<file path="config.mk">
export PLATFORM = sky130hd
export DESIGN_NAME = muldiv_ctrl_flat
export DESIGN_NICKNAME = d
export VERILOG_FILES = /design/src/rtl/muldiv_pkg.sv /design/src/rtl/muldiv_if.sv /design/src/rtl/muldiv_addsub.sv /design/src/rtl/muldiv_ctrl.sv /design/src/flat_wrapper.sv
export SDC_FILE = /design/constraint.sdc
export NUM_CORES = 1
export LEC_CHECK = 0
export BUFFER_PORTS_ARGS = -buffer_cell sky130_fd_sc_hd__buf_4
export CAP_MARGIN = 30
export CORE_AREA = 2 2 195 197
export DETAILED_ROUTE_END_ITERATION = 10
export DIE_AREA = 0 0 197 199
export GPL_TIMING_DRIVEN = 0
export SKIP_LAST_GASP = 1
export SLEW_MARGIN = 0
export SYNTH_ARGS = -nofsm -noshare
export SYNTH_HDL_FRONTEND = slang
export SYNTH_SLANG_ARGS = --single-unit
</file>
<file path="constraint.sdc">
create_clock -name clk -period 16.5 [get_ports clk]
set_input_delay 3.3 -clock clk [delete_from_list [all_inputs] [get_ports clk]]
set_output_delay 3.3 -clock clk [all_outputs]
set_load 0.005 [all_outputs]
</file>
<file path="src/rtl/muldiv_pkg.sv">
// Shared types and constants for the iterative multiply/divide unit.
// Latency: n/a (definitions only).
// Backpressure: n/a (definitions only).
package muldiv_pkg;

   // One iteration per result bit
   localparam int ITER_COUNT = 32;
   localparam int CNT_W      = 6;

   // op[1] selects divide, op[0] selects unsigned
   typedef enum logic [1:0] {
      OP_MULT  = 2'b00,
      OP_MULTU = 2'b01,
      OP_DIV   = 2'b10,
      OP_DIVU  = 2'b11
   } op_e;

   typedef enum logic [1:0] {
      ST_IDLE = 2'b00,
      ST_CALC = 2'b01,
      ST_FIX  = 2'b10
   } state_e;

   // Magnitude of a 32-bit operand; 0x80000000 maps to itself, which is
   // the correct unsigned magnitude
   function automatic logic [31:0] abs32(input logic [31:0] v, input logic is_signed);
      return (is_signed && v[31]) ? (~v + 32'd1) : v;
   endfunction

endpackage

</file>
<file path="src/rtl/muldiv_if.sv">
// Operation request, MTHI/MTLO write and HI/LO result bundle.
// Latency: n/a (wiring only).
// Backpressure: requests while busy are dropped by the controller.
interface muldiv_if;
   logic        start;
   logic [1:0]  op;
   logic [31:0] rs_val;
   logic [31:0] rt_val;
   logic        hi_we;
   logic        lo_we;
   logic [31:0] wdata;
   logic        busy;
   logic        done;
   logic        div_zero;
   logic [31:0] hi;
   logic [31:0] lo;

   modport master (
      output start, op, rs_val, rt_val, hi_we, lo_we, wdata,
      input  busy, done, div_zero, hi, lo
   );

   modport slave (
      input  start, op, rs_val, rt_val, hi_we, lo_we, wdata,
      output busy, done, div_zero, hi, lo
   );
endinterface

</file>
<file path="src/rtl/muldiv_addsub.sv">
// 33-bit adder/subtractor shared by the shift-add and shift-subtract loops.
// Latency: combinational.
// Backpressure: none.
module muldiv_addsub (
   input  logic [32:0] i_a,
   input  logic [32:0] i_b,
   input  logic        i_sub,
   output logic [32:0] o_sum,
   output logic        o_cout
);

   logic [32:0] w_b_eff;

   // Subtract as a + ~b + 1; carry-out high means no borrow (a >= b)
   always_comb begin
      w_b_eff          = i_sub ? ~i_b : i_b;
      {o_cout, o_sum}  = {1'b0, i_a} + {1'b0, w_b_eff} + {33'd0, i_sub};
   end

endmodule

</file>
<file path="src/rtl/muldiv_ctrl.sv">
// Iterative 32x32 multiply / 32/32 divide with architectural HI/LO.
// Latency: 33 busy cycles per operation, done pulses the cycle after.
// Backpressure: start is ignored while busy; the CPU stalls on busy.
module muldiv_ctrl
   import muldiv_pkg::*;
(
   input  logic      clk,
   input  logic      rst,
   muldiv_if.slave   bus
);

   state_e      r_state;
   state_e      w_state_nxt;
   logic [CNT_W-1:0] r_cnt;
   logic [63:0] r_acc;
   logic [31:0] r_opd;
   op_e         r_op;
   logic        r_neg_q;
   logic        r_neg_r;
   logic [31:0] r_hi;
   logic [31:0] r_lo;
   logic        r_done;
   logic        r_dz;

   op_e         w_op;
   logic        w_is_div;
   logic        w_is_signed;
   logic [31:0] w_mag_rs;
   logic [31:0] w_mag_rt;
   logic        w_accept;
   logic        w_dz_start;
   logic        w_last;

   logic [32:0] w_as_a;
   logic [32:0] w_as_b;
   logic        w_as_sub;
   logic [32:0] w_as_sum;
   logic        w_as_cout;
   logic [63:0] w_acc_step;

   logic        w_fix_neg_q;
   logic        w_fix_neg_r;
   logic [63:0] w_prod;
   logic [31:0] w_quo;
   logic [31:0] w_rem;
   logic [31:0] w_res_hi;
   logic [31:0] w_res_lo;

   // Decode the incoming request
   always_comb begin
      w_op        = op_e'(bus.op);
      w_is_div    = w_op[1];
      w_is_signed = ~w_op[0];
      w_mag_rs    = abs32(bus.rs_val, w_is_signed);
      w_mag_rt    = abs32(bus.rt_val, w_is_signed);
   end

   // State register
   always_ff @(posedge clk or posedge rst) begin
      if (rst) begin
         r_state <= ST_IDLE;
      end else begin
         r_state <= w_state_nxt;
      end
   end

   // Next state and per-cycle control strobes
   always_comb begin
      w_state_nxt = r_state;
      w_accept    = 1'b0;
      w_dz_start  = 1'b0;
      w_last      = (r_cnt == CNT_W'(ITER_COUNT - 1));
      case (r_state)
         ST_IDLE: begin
            if (bus.start) begin
               if (w_is_div && (bus.rt_val == 32'd0)) begin
                  // Divide by zero is reported without ever going busy
                  w_dz_start = 1'b1;
               end else begin
                  w_accept    = 1'b1;
                  w_state_nxt = ST_CALC;
               end
            end
         end
         ST_CALC: begin
            if (w_last) begin
               w_state_nxt = ST_FIX;
            end
         end
         ST_FIX: begin
            w_state_nxt = ST_IDLE;
         end
         default: begin
            w_state_nxt = ST_IDLE;
         end
      endcase
   end

   // Select adder operands for the current algorithm
   always_comb begin
      w_as_sub = r_op[1];
      w_as_b   = {1'b0, r_opd};
      if (r_op[1]) begin
         // Partial remainder shifted left by one, 33 bits wide
         w_as_a = r_acc[63:31];
      end else begin
         w_as_a = {1'b0, r_acc[63:32]};
      end
   end

   muldiv_addsub u_addsub (
      .i_a    (w_as_a),
      .i_b    (w_as_b),
      .i_sub  (w_as_sub),
      .o_sum  (w_as_sum),
      .o_cout (w_as_cout)
   );

   // One iteration: acc holds {upper half, multiplier/quotient bits}
   always_comb begin
      if (r_op[1]) begin
         // Restoring divide: keep the difference only when it did not borrow
         w_acc_step = w_as_cout ? {w_as_sum[31:0], r_acc[30:0], 1'b1}
                                : {r_acc[62:0], 1'b0};
      end else begin
         // Shift-add multiply: the 33rd sum bit becomes the new MSB
         w_acc_step = r_acc[0] ? {w_as_sum, r_acc[31:1]}
                               : {1'b0, r_acc[63:1]};
      end
   end

   // Sign correction applied in FIX
   always_comb begin
      w_fix_neg_q = r_neg_q & ~r_op[0];
      w_fix_neg_r = r_neg_r & ~r_op[0];
      w_prod      = w_fix_neg_q ? (~r_acc + 64'd1) : r_acc;
      w_quo       = w_fix_neg_q ? (~r_acc[31:0] + 32'd1) : r_acc[31:0];
      w_rem       = w_fix_neg_r ? (~r_acc[63:32] + 32'd1) : r_acc[63:32];
      if (r_op[1]) begin
         w_res_hi = w_rem;
         w_res_lo = w_quo;
      end else begin
         w_res_hi = w_prod[63:32];
         w_res_lo = w_prod[31:0];
      end
   end

   // Working registers: load magnitudes at accept, iterate in CALC
   always_ff @(posedge clk or posedge rst) begin
      if (rst) begin
         r_cnt   <= '0;
         r_acc   <= '0;
         r_opd   <= '0;
         r_op    <= OP_MULT;
         r_neg_q <= 1'b0;
         r_neg_r <= 1'b0;
      end else if (w_accept) begin
         r_cnt   <= '0;
         r_acc   <= {32'd0, (w_is_div ? w_mag_rs : w_mag_rt)};
         r_opd   <= w_is_div ? w_mag_rt : w_mag_rs;
         r_op    <= w_op;
         r_neg_q <= bus.rs_val[31] ^ bus.rt_val[31];
         r_neg_r <= bus.rs_val[31];
      end else if (r_state == ST_CALC) begin
         r_cnt   <= r_cnt + CNT_W'(1);
         r_acc   <= w_acc_step;
      end
   end

   // HI/LO: MTHI/MTLO only while idle, result write in FIX
   always_ff @(posedge clk or posedge rst) begin
      if (rst) begin
         r_hi <= '0;
         r_lo <= '0;
      end else if (r_state == ST_IDLE) begin
         if (bus.hi_we) begin
            r_hi <= bus.wdata;
         end
         if (bus.lo_we) begin
            r_lo <= bus.wdata;
         end
      end else if (r_state == ST_FIX) begin
         r_hi <= w_res_hi;
         r_lo <= w_res_lo;
      end
   end

   // Completion pulse and sticky divide-by-zero flag
   always_ff @(posedge clk or posedge rst) begin
      if (rst) begin
         r_done <= 1'b0;
         r_dz   <= 1'b0;
      end else begin
         r_done <= (r_state == ST_FIX) | w_dz_start;
         if (w_dz_start) begin
            r_dz <= 1'b1;
         end else if (w_accept) begin
            r_dz <= 1'b0;
         end
      end
   end

   assign bus.busy     = (r_state != ST_IDLE);
   assign bus.done     = r_done;
   assign bus.div_zero = r_dz;
   assign bus.hi       = r_hi;
   assign bus.lo       = r_lo;

endmodule

</file>
<file path="src/flat_wrapper.sv">
// flat-port wrapper written by rule: the top's interface ports become plain ports
module muldiv_ctrl_flat import muldiv_pkg::*;
  (clk, rst, bus_start, bus_op, bus_rs_val, bus_rt_val, bus_hi_we, bus_lo_we, bus_wdata, bus_busy, bus_done, bus_div_zero, bus_hi, bus_lo);
  muldiv_if bus_i ();
  input  logic clk;
  input  logic rst;
  input wire logic [$bits(bus_i.start)-1:0] bus_start;
  input wire logic [$bits(bus_i.op)-1:0] bus_op;
  input wire logic [$bits(bus_i.rs_val)-1:0] bus_rs_val;
  input wire logic [$bits(bus_i.rt_val)-1:0] bus_rt_val;
  input wire logic [$bits(bus_i.hi_we)-1:0] bus_hi_we;
  input wire logic [$bits(bus_i.lo_we)-1:0] bus_lo_we;
  input wire logic [$bits(bus_i.wdata)-1:0] bus_wdata;
  output wire logic [$bits(bus_i.busy)-1:0] bus_busy;
  output wire logic [$bits(bus_i.done)-1:0] bus_done;
  output wire logic [$bits(bus_i.div_zero)-1:0] bus_div_zero;
  output wire logic [$bits(bus_i.hi)-1:0] bus_hi;
  output wire logic [$bits(bus_i.lo)-1:0] bus_lo;
  assign bus_i.start = bus_start;
  assign bus_i.op = bus_op;
  assign bus_i.rs_val = bus_rs_val;
  assign bus_i.rt_val = bus_rt_val;
  assign bus_i.hi_we = bus_hi_we;
  assign bus_i.lo_we = bus_lo_we;
  assign bus_i.wdata = bus_wdata;
  assign bus_busy = bus_i.busy;
  assign bus_done = bus_i.done;
  assign bus_div_zero = bus_i.div_zero;
  assign bus_hi = bus_i.hi;
  assign bus_lo = bus_i.lo;
  muldiv_ctrl u_core (.clk(clk), .rst(rst), .bus(bus_i));
endmodule
</file>
==> results.sh, run 1 <==
export IMPL_fp_dieW_um=197
export IMPL_cp_data_arrival_time_ps=6880
export IMPL_portBuffers=169
export IMPL_setup_violations=0
export IMPL_dp_hpwl_um=46700
export IMPL_synthFlopType="dfrtp_1"
export IMPL_regToRegStartpoint="u_core.r_op[1]"
export IMPL_cts_made_buffers=17
export IMPL_muxShareOfSynthArea=0.0667
export IMPL_hold_path_endpoint="u_core.bus.lo[28]"
export IMPL_cts_resized=0
export IMPL_synth_common_cells="nand2_1, dfrtp_1, a21oi_1"
export IMPL_yosys_area_share_simple=0.201
export IMPL_ys_warnings_count=0
export IMPL_critPathCaptureType="register"
export IMPL_drt_iter0_markers=1554
export IMPL_hold_depth=2
export IMPL_synth_seq_cells=174
export IMPL_die_h_um=199
export IMPL_grt_pass1_vias=14300
export IMPL_grt_ovfl_total=0
export IMPL_syn_area_mm2=0.0146
export IMPL_synth_nets=1966
export IMPL_synth_top_family_by_area="compound AO/OA/AOI/OAI gates"
export IMPL_critical_path_class="register to register"
export IMPL_avgSynthCellArea_um2=8.02
export IMPL_clkSlewWorstSetupHoldPaths_ps=80
export IMPL_grt_usage=0.295
export IMPL_critPathBufInv=7
export IMPL_grt_max_degree=106
export IMPL_start_util=0.394
export IMPL_reg2reg_slack_ps=9970
export IMPL_drive_gt1_frac=0.158
export IMPL_dr_pass1_iters=6
export IMPL_critical_path_cell_chain="clkbuf_1 > clkbuf_1 > clkbuf_1 > clkbuf_1 > o21ai_0 > ha_1 > buf_2 > nand4_1 > nor4_1 > o21ai_1 > a211oi_1 > or3_1 > buf_2 > buf_2 > nor3_1 > o41ai_1"
export IMPL_post_route_drc_count=0
export IMPL_layout_nets=2155
export IMPL_critPathMostFrequentCell="clkbuf_1"
export IMPL_area_delta_synth_final_pct=17.3
export IMPL_dieArea_mm2=0.0392
export IMPL_period_needed_ps=6530
export IMPL_num_vias=15100
export IMPL_crit_required_ps=16850
export IMPL_cts_tree="done"
export IMPL_ys_top_cells_by_area="dfrtp_1, xor2_1, nand2_1, a21oi_1, o21ai_0"
export IMPL_tns_ps=0
export IMPL_cap_violations=0
export IMPL_cts_root_buf="clkbuf_16"
export IMPL_rsz0062_at_grt="false"
export IMPL_vias_per_cell=6.04
export IMPL_place_congestion=0.971
export IMPL_worst_setup_path_start_kind="register"
export IMPL_hp_class="register to register"
export IMPL_finalCritPeriodShare=0.396
export IMPL_crit_slowest_cell="clkbuf_1"
export IMPL_synth_top_area_frac=0.297
export IMPL_async_flop_share=1.00
export IMPL_synth_edf_count=0
export IMPL_h_tree_depth=4
export IMPL_cts_path_max_buffers=2
export IMPL_yosysTopAreaCell="dfrtp_1"
export IMPL_antenna_found_initial=0
export IMPL_worstReg2RegEnd="u_core.r_acc[52]"
export IMPL_core_region_area_mm2=0.0371
export IMPL_hold_buffers=0
export IMPL_grt_pass1_wl_um=86800
export IMPL_clk_latency_ps=470
export IMPL_cts_sinks=174
export IMPL_num_rows=71
export IMPL_ys_types=86
export IMPL_postRouteAntennaNets=0
export IMPL_critPathMaxStageDelay_ps=650
export IMPL_ys_seq_area_frac=0.297
export IMPL_skew_ps=13.3
export IMPL_min_from="u_core.bus.lo[28]"
export IMPL_synthAdderAreaFrac=0.0321
export IMPL_tightest_slew_ps=1050
export IMPL_status="complete, no violations"
export IMPL_wirelength_um=57900
export IMPL_synth_compound_area_frac=0.245
export IMPL_r2r_cells=16
export IMPL_finalHoldViolCount=0
export IMPL_fmax_mhz=153
export IMPL_timing_slew_headroom=0.294
export IMPL_cts_setup_buffers=0
export IMPL_critPathMaxFanout=10
export IMPL_pin_count=170
export IMPL_drt_wirelength_per_cell_um=23.1
export IMPL_synth_xor_area_frac=0.107
export IMPL_syn_inst=1826
export IMPL_yosysMostFrequentCell="nand2_1"
export IMPL_crit_family="buffers and inverters"
export IMPL_antennaDiodeCount=0
export IMPL_finalMaxSlewViolations=0
[how the worst max path moves through the flow]
stage	start	end	slack, ps	depth (start not counted)
floorplan	rst	u_core.bus.div_zero	8480	1
global placement	rst	u_core.bus.hi[25]	6290	2
detailed placement	bus_rt_val[1]	u_core.r_acc[56]	10110	13
CTS	u_core.r_op[1]	u_core.r_acc[52]	10080	16
global route	u_core.r_op[1]	u_core.r_acc[53]	9730	17
finish	u_core.r_op[1]	u_core.r_acc[52]	9970	16
[sequential cells by signal (all words and copies together) (netlist names), 2 cells and up]
signal,cells
u_core.bus.hi,32
u_core.bus.lo,32
u_core.r_acc,64
u_core.r_cnt,6
u_core.r_op,2
u_core.r_opd,32
u_core.r_state,2
[worst min-delay path, stage by stage, from the launching register on]
cell     delay [ps]
dfrtp_1         350
nand2_1          50
o31ai_1          50
[layout make-up]
cell class                      count  area, µm²
Buffer                            149        626
Clock buffer                       17        425
Clock inverter                     15        211
Fill cell                        3693      20000
Inverter                           32        128
Multi-Input combinational cell   1471       9540
Sequential cell                   174       4350
Tap cell                          474        593
Timing Repair Buffer              170       1300
[routing by layer]
| layer | GRT usage | wire length (µm) | vias to the layer above |
|---|---|---|---|
| li1 | - | - | 6994 |
| met1 | 0.415 | 25800 | 7191 |
| met2 | 0.454 | 25000 | 817 |
| met3 | 0.0434 | 4910 | 108 |
| met4 | 0.119 | 2210 | 0 |
| met5 | 0 | 0 | - |
[metrics by stage]
step                      hold WS [ps]  area [µm²]  instances  utilization  setup slack, ps
after CTS                          487       17200       2502        0.462            10080
after global routing               503       17200       2502        0.462             9730
final                              479       17200       2502        0.462             9970
after detailed placement           470       16500       2470        0.445            10110
after global placement             463       16500       2469        0.444             6290
after floorplan                    458       14600       1826            -             8480
[placed cells by master (no fill, tap or decap), drive strengths merged, types with 17 or more instances in the layout]
| cell | n |
|---|---|
| nand2 | 221 |
| buf | 202 |
| o21ai | 190 |
| dfrtp | 174 |
| a21oi | 157 |
| nor2 | 137 |
| clkbuf | 134 |
| xor2 | 103 |
| xnor2 | 76 |
| mux2i | 48 |
| mux2 | 44 |
| nor3 | 43 |
| o31ai | 39 |
| inv | 39 |
| ha | 36 |
| nand3 | 35 |
| o221ai | 28 |
| o22ai | 25 |
| or3 | 24 |
| and2 | 20 |
| nor4 | 20 |
| a31oi | 17 |
| or4 | 17 |
[cells by family (layout without fill, tap and decap cells)]
kind of cell               after synthesis  count (layout)
and+or+nand+nor                        590             590
AOI/OAI and AO/OA                      573             573
buffers and inverters                  181             383
xor gates and xnor gates               179             179
DFF                                    174             174
muxes                                   92              92
adders and majority gates               37              37
Power of run 1 is left out: the tool's default activity adds up to more than one toggle a clock period on the data nets, which glitch-free logic cannot reach.
==> inputs of run 2 (changes only) <==
==> constraint.sdc (replaced) <==
create_clock -name clk -period 5.4 [get_ports clk]
set_input_delay 1.08 -clock clk [delete_from_list [all_inputs] [get_ports clk]]
set_output_delay 1.08 -clock clk [all_outputs]
set_load 0.005 [all_outputs]
==> run 2 against run 1 <==
Compared with the run above:
- worst hold slack improved by 9.1 ps
- routed wire length rose by 1.3%
- first-iteration DRC count rose by 7.3%
- critical path depth did not move
- count of clock-buffer cells in the layout rose by 1
- highest routed layer unchanged
- clock skew rose by 9.3 ps
==> results.sh, run 2 (same netlist as run 1, synthesis figures left out) <==
export IMPL_clk_latency_ps=470
export IMPL_grt_ovfl_total=0
export IMPL_grt_usage=0.301
export IMPL_cp_data_arrival_time_ps=5540
export IMPL_cts_tree="done"
export IMPL_dieArea_mm2=0.0392
export IMPL_cts_path_max_buffers=2
export IMPL_grt_pass1_wl_um=88500
export IMPL_grt_max_degree=41
export IMPL_finalHoldViolCount=0
export IMPL_regMostFlops="u_core.r_acc"
export IMPL_num_rows=71
export IMPL_vias_per_cell=5.97
export IMPL_critPathMaxFanout=10
export IMPL_cts_root_buf="clkbuf_16"
export IMPL_crit_required_ps=5730
export IMPL_dr_pass1_iters=7
export IMPL_fp_dieW_um=197
export IMPL_antennaDiodeCount=0
export IMPL_layout_commonest_cell="nand2_1"
export IMPL_tns_ps=0
export IMPL_seq_area_mm2=0.00435
export IMPL_cts_made_buffers=17
export IMPL_critPathMostFrequentCell="clkbuf_1"
export IMPL_cap_violations=0
export IMPL_antenna_found_initial=0
export IMPL_clkSlewWorstSetupHoldPaths_ps=80
export IMPL_num_vias=15000
export IMPL_status="complete, no violations"
export IMPL_wirelength_um=58600
export IMPL_fmax_mhz=192
export IMPL_crit_slowest_cell="clkbuf_1"
export IMPL_finalMaxSlewViolations=0
export IMPL_h_tree_depth=4
export IMPL_drt_wirelength_per_cell_um=23.4
export IMPL_post_route_drc_count=0
export IMPL_skew_ps=22.6
export IMPL_n_fill_cell=3723
export IMPL_drive_gt1_frac=0.166
export IMPL_fin_hold_ws_ps=488
export IMPL_dp_hpwl_um=47400
export IMPL_critPathMaxStageDelay_ps=550
export IMPL_area_delta_synth_final_pct=17.6
export IMPL_critPathBufInv=7
export IMPL_pin_count=170
export IMPL_critical_path_cell_chain="clkbuf_2 > clkbuf_2 > clkbuf_1 > mux2_2 > ha_1 > clkbuf_1 > and4_1 > clkbuf_1 > nand4_1 > a211oi_2 > or3_1 > buf_2 > buf_2 > o21ai_0 > o311ai_1 > o21ai_1"
export IMPL_rsz0062_at_grt="true"
export IMPL_tightest_slew_ps=938
export IMPL_cts_sinks=174
export IMPL_largest_reg_flops=64
export IMPL_multi_input_area_mm2=0.00956
export IMPL_worst_setup_path_start_kind="register"
export IMPL_cts_setup_buffers=0
export IMPL_setup_violations=0
export IMPL_finalCritPeriodShare=0.966
export IMPL_timing_slew_headroom=0.368
export IMPL_start_util=0.394
export IMPL_period_needed_ps=5220
export IMPL_drt_iter0_markers=1667
export IMPL_grt_pass1_vias=14200
export IMPL_portBuffers=169
export IMPL_layout_nets=2157
export IMPL_final_cell_mix="nand2_1, buf_4, dfrtp_1"
export IMPL_crit_family="buffers and inverters"
export IMPL_place_congestion=0.975
export IMPL_postRouteAntennaNets=0
export IMPL_critPathCaptureType="register"
export IMPL_hp_class="register to register"
export IMPL_critical_path_class="register to register"
export IMPL_die_h_um=199
export IMPL_core_region_area_mm2=0.0371
==> run 2: cell count changes in the layout (fill, tap and decap cells not counted), sizes merged <==
cell / change
clkinv: -2
clkinvlp: +2
bufinv: +1
clkbuf: -1
inv: -2
buf: +4
==> run 2: area by class of cell <==
class                   instances  area share
multi-input cells            1471       0.555
flip-flops and latches        174       0.253
repair buffers                173      0.0783
plain buffers                 148      0.0368
well taps                     474      0.0344
clock buffers                  18      0.0255
clock inverters                14      0.0100
inverters                      32     0.00719
==> run 2: what timing repair did <==
item / 4_1_cts / 5_1_grt
setup endpoints to repair: 33 / 33
cloned: 0 / 0
resized for setup: 6 / 12
hold buffers: 0 / 0
==> run 2: layer usage <==
layer / up-vias / GRT usage / part of all wire / wire, µm
li1: 7003 / - / - / -
met1: 7099 / 0.423 / 0.44 / 25800
met2: 754 / 0.462 / 0.43 / 25500
met3: 103 / 0.0371 / 0.079 / 4640
met4: 0 / 0.134 / 0.045 / 2630
met5: - / 0 / 0 / 0
==> run 2: worst min-delay path: stages (launching register included) <==
cell	delay (ps)
dfrtp_1	350
nand2_1	50
o31ai_1	50
==> run 2: worst paths after layout <==
check,startpoint,endpoint,slack (ps),cells past startpoint
setup / recovery,u_core.r_op[1],u_core.r_acc[53],180,16
hold reg to reg,u_core.bus.hi[10],u_core.bus.hi[10],490,2
hold / removal,u_core.bus.hi[10],u_core.bus.hi[10],490,2
max in group asynchronous,rst,u_core.bus.hi[20],3700,4
min in group asynchronous,rst,u_core.r_acc[38],810,2
setup reg to reg,u_core.r_op[1],u_core.r_acc[53],180,16
==> run 2: per-stage QoR <==
| stage | instances | worst slack, ps | area, µm² | utilization |
|---|---|---|---|---|
| finish | 2504 | 184 | 17200 | 0.464 |
| CTS | 2505 | 8.84 | 17200 | 0.463 |
| global placement | 2469 | -862 | 16500 | 0.444 |
| detailed placement | 2473 | -899 | 16600 | 0.447 |
| floorplan | 1826 | 1060 | 14600 | - |
| global route | 2504 | -68.5 | 17200 | 0.464 |
Power of run 2 is left out for the same reason.
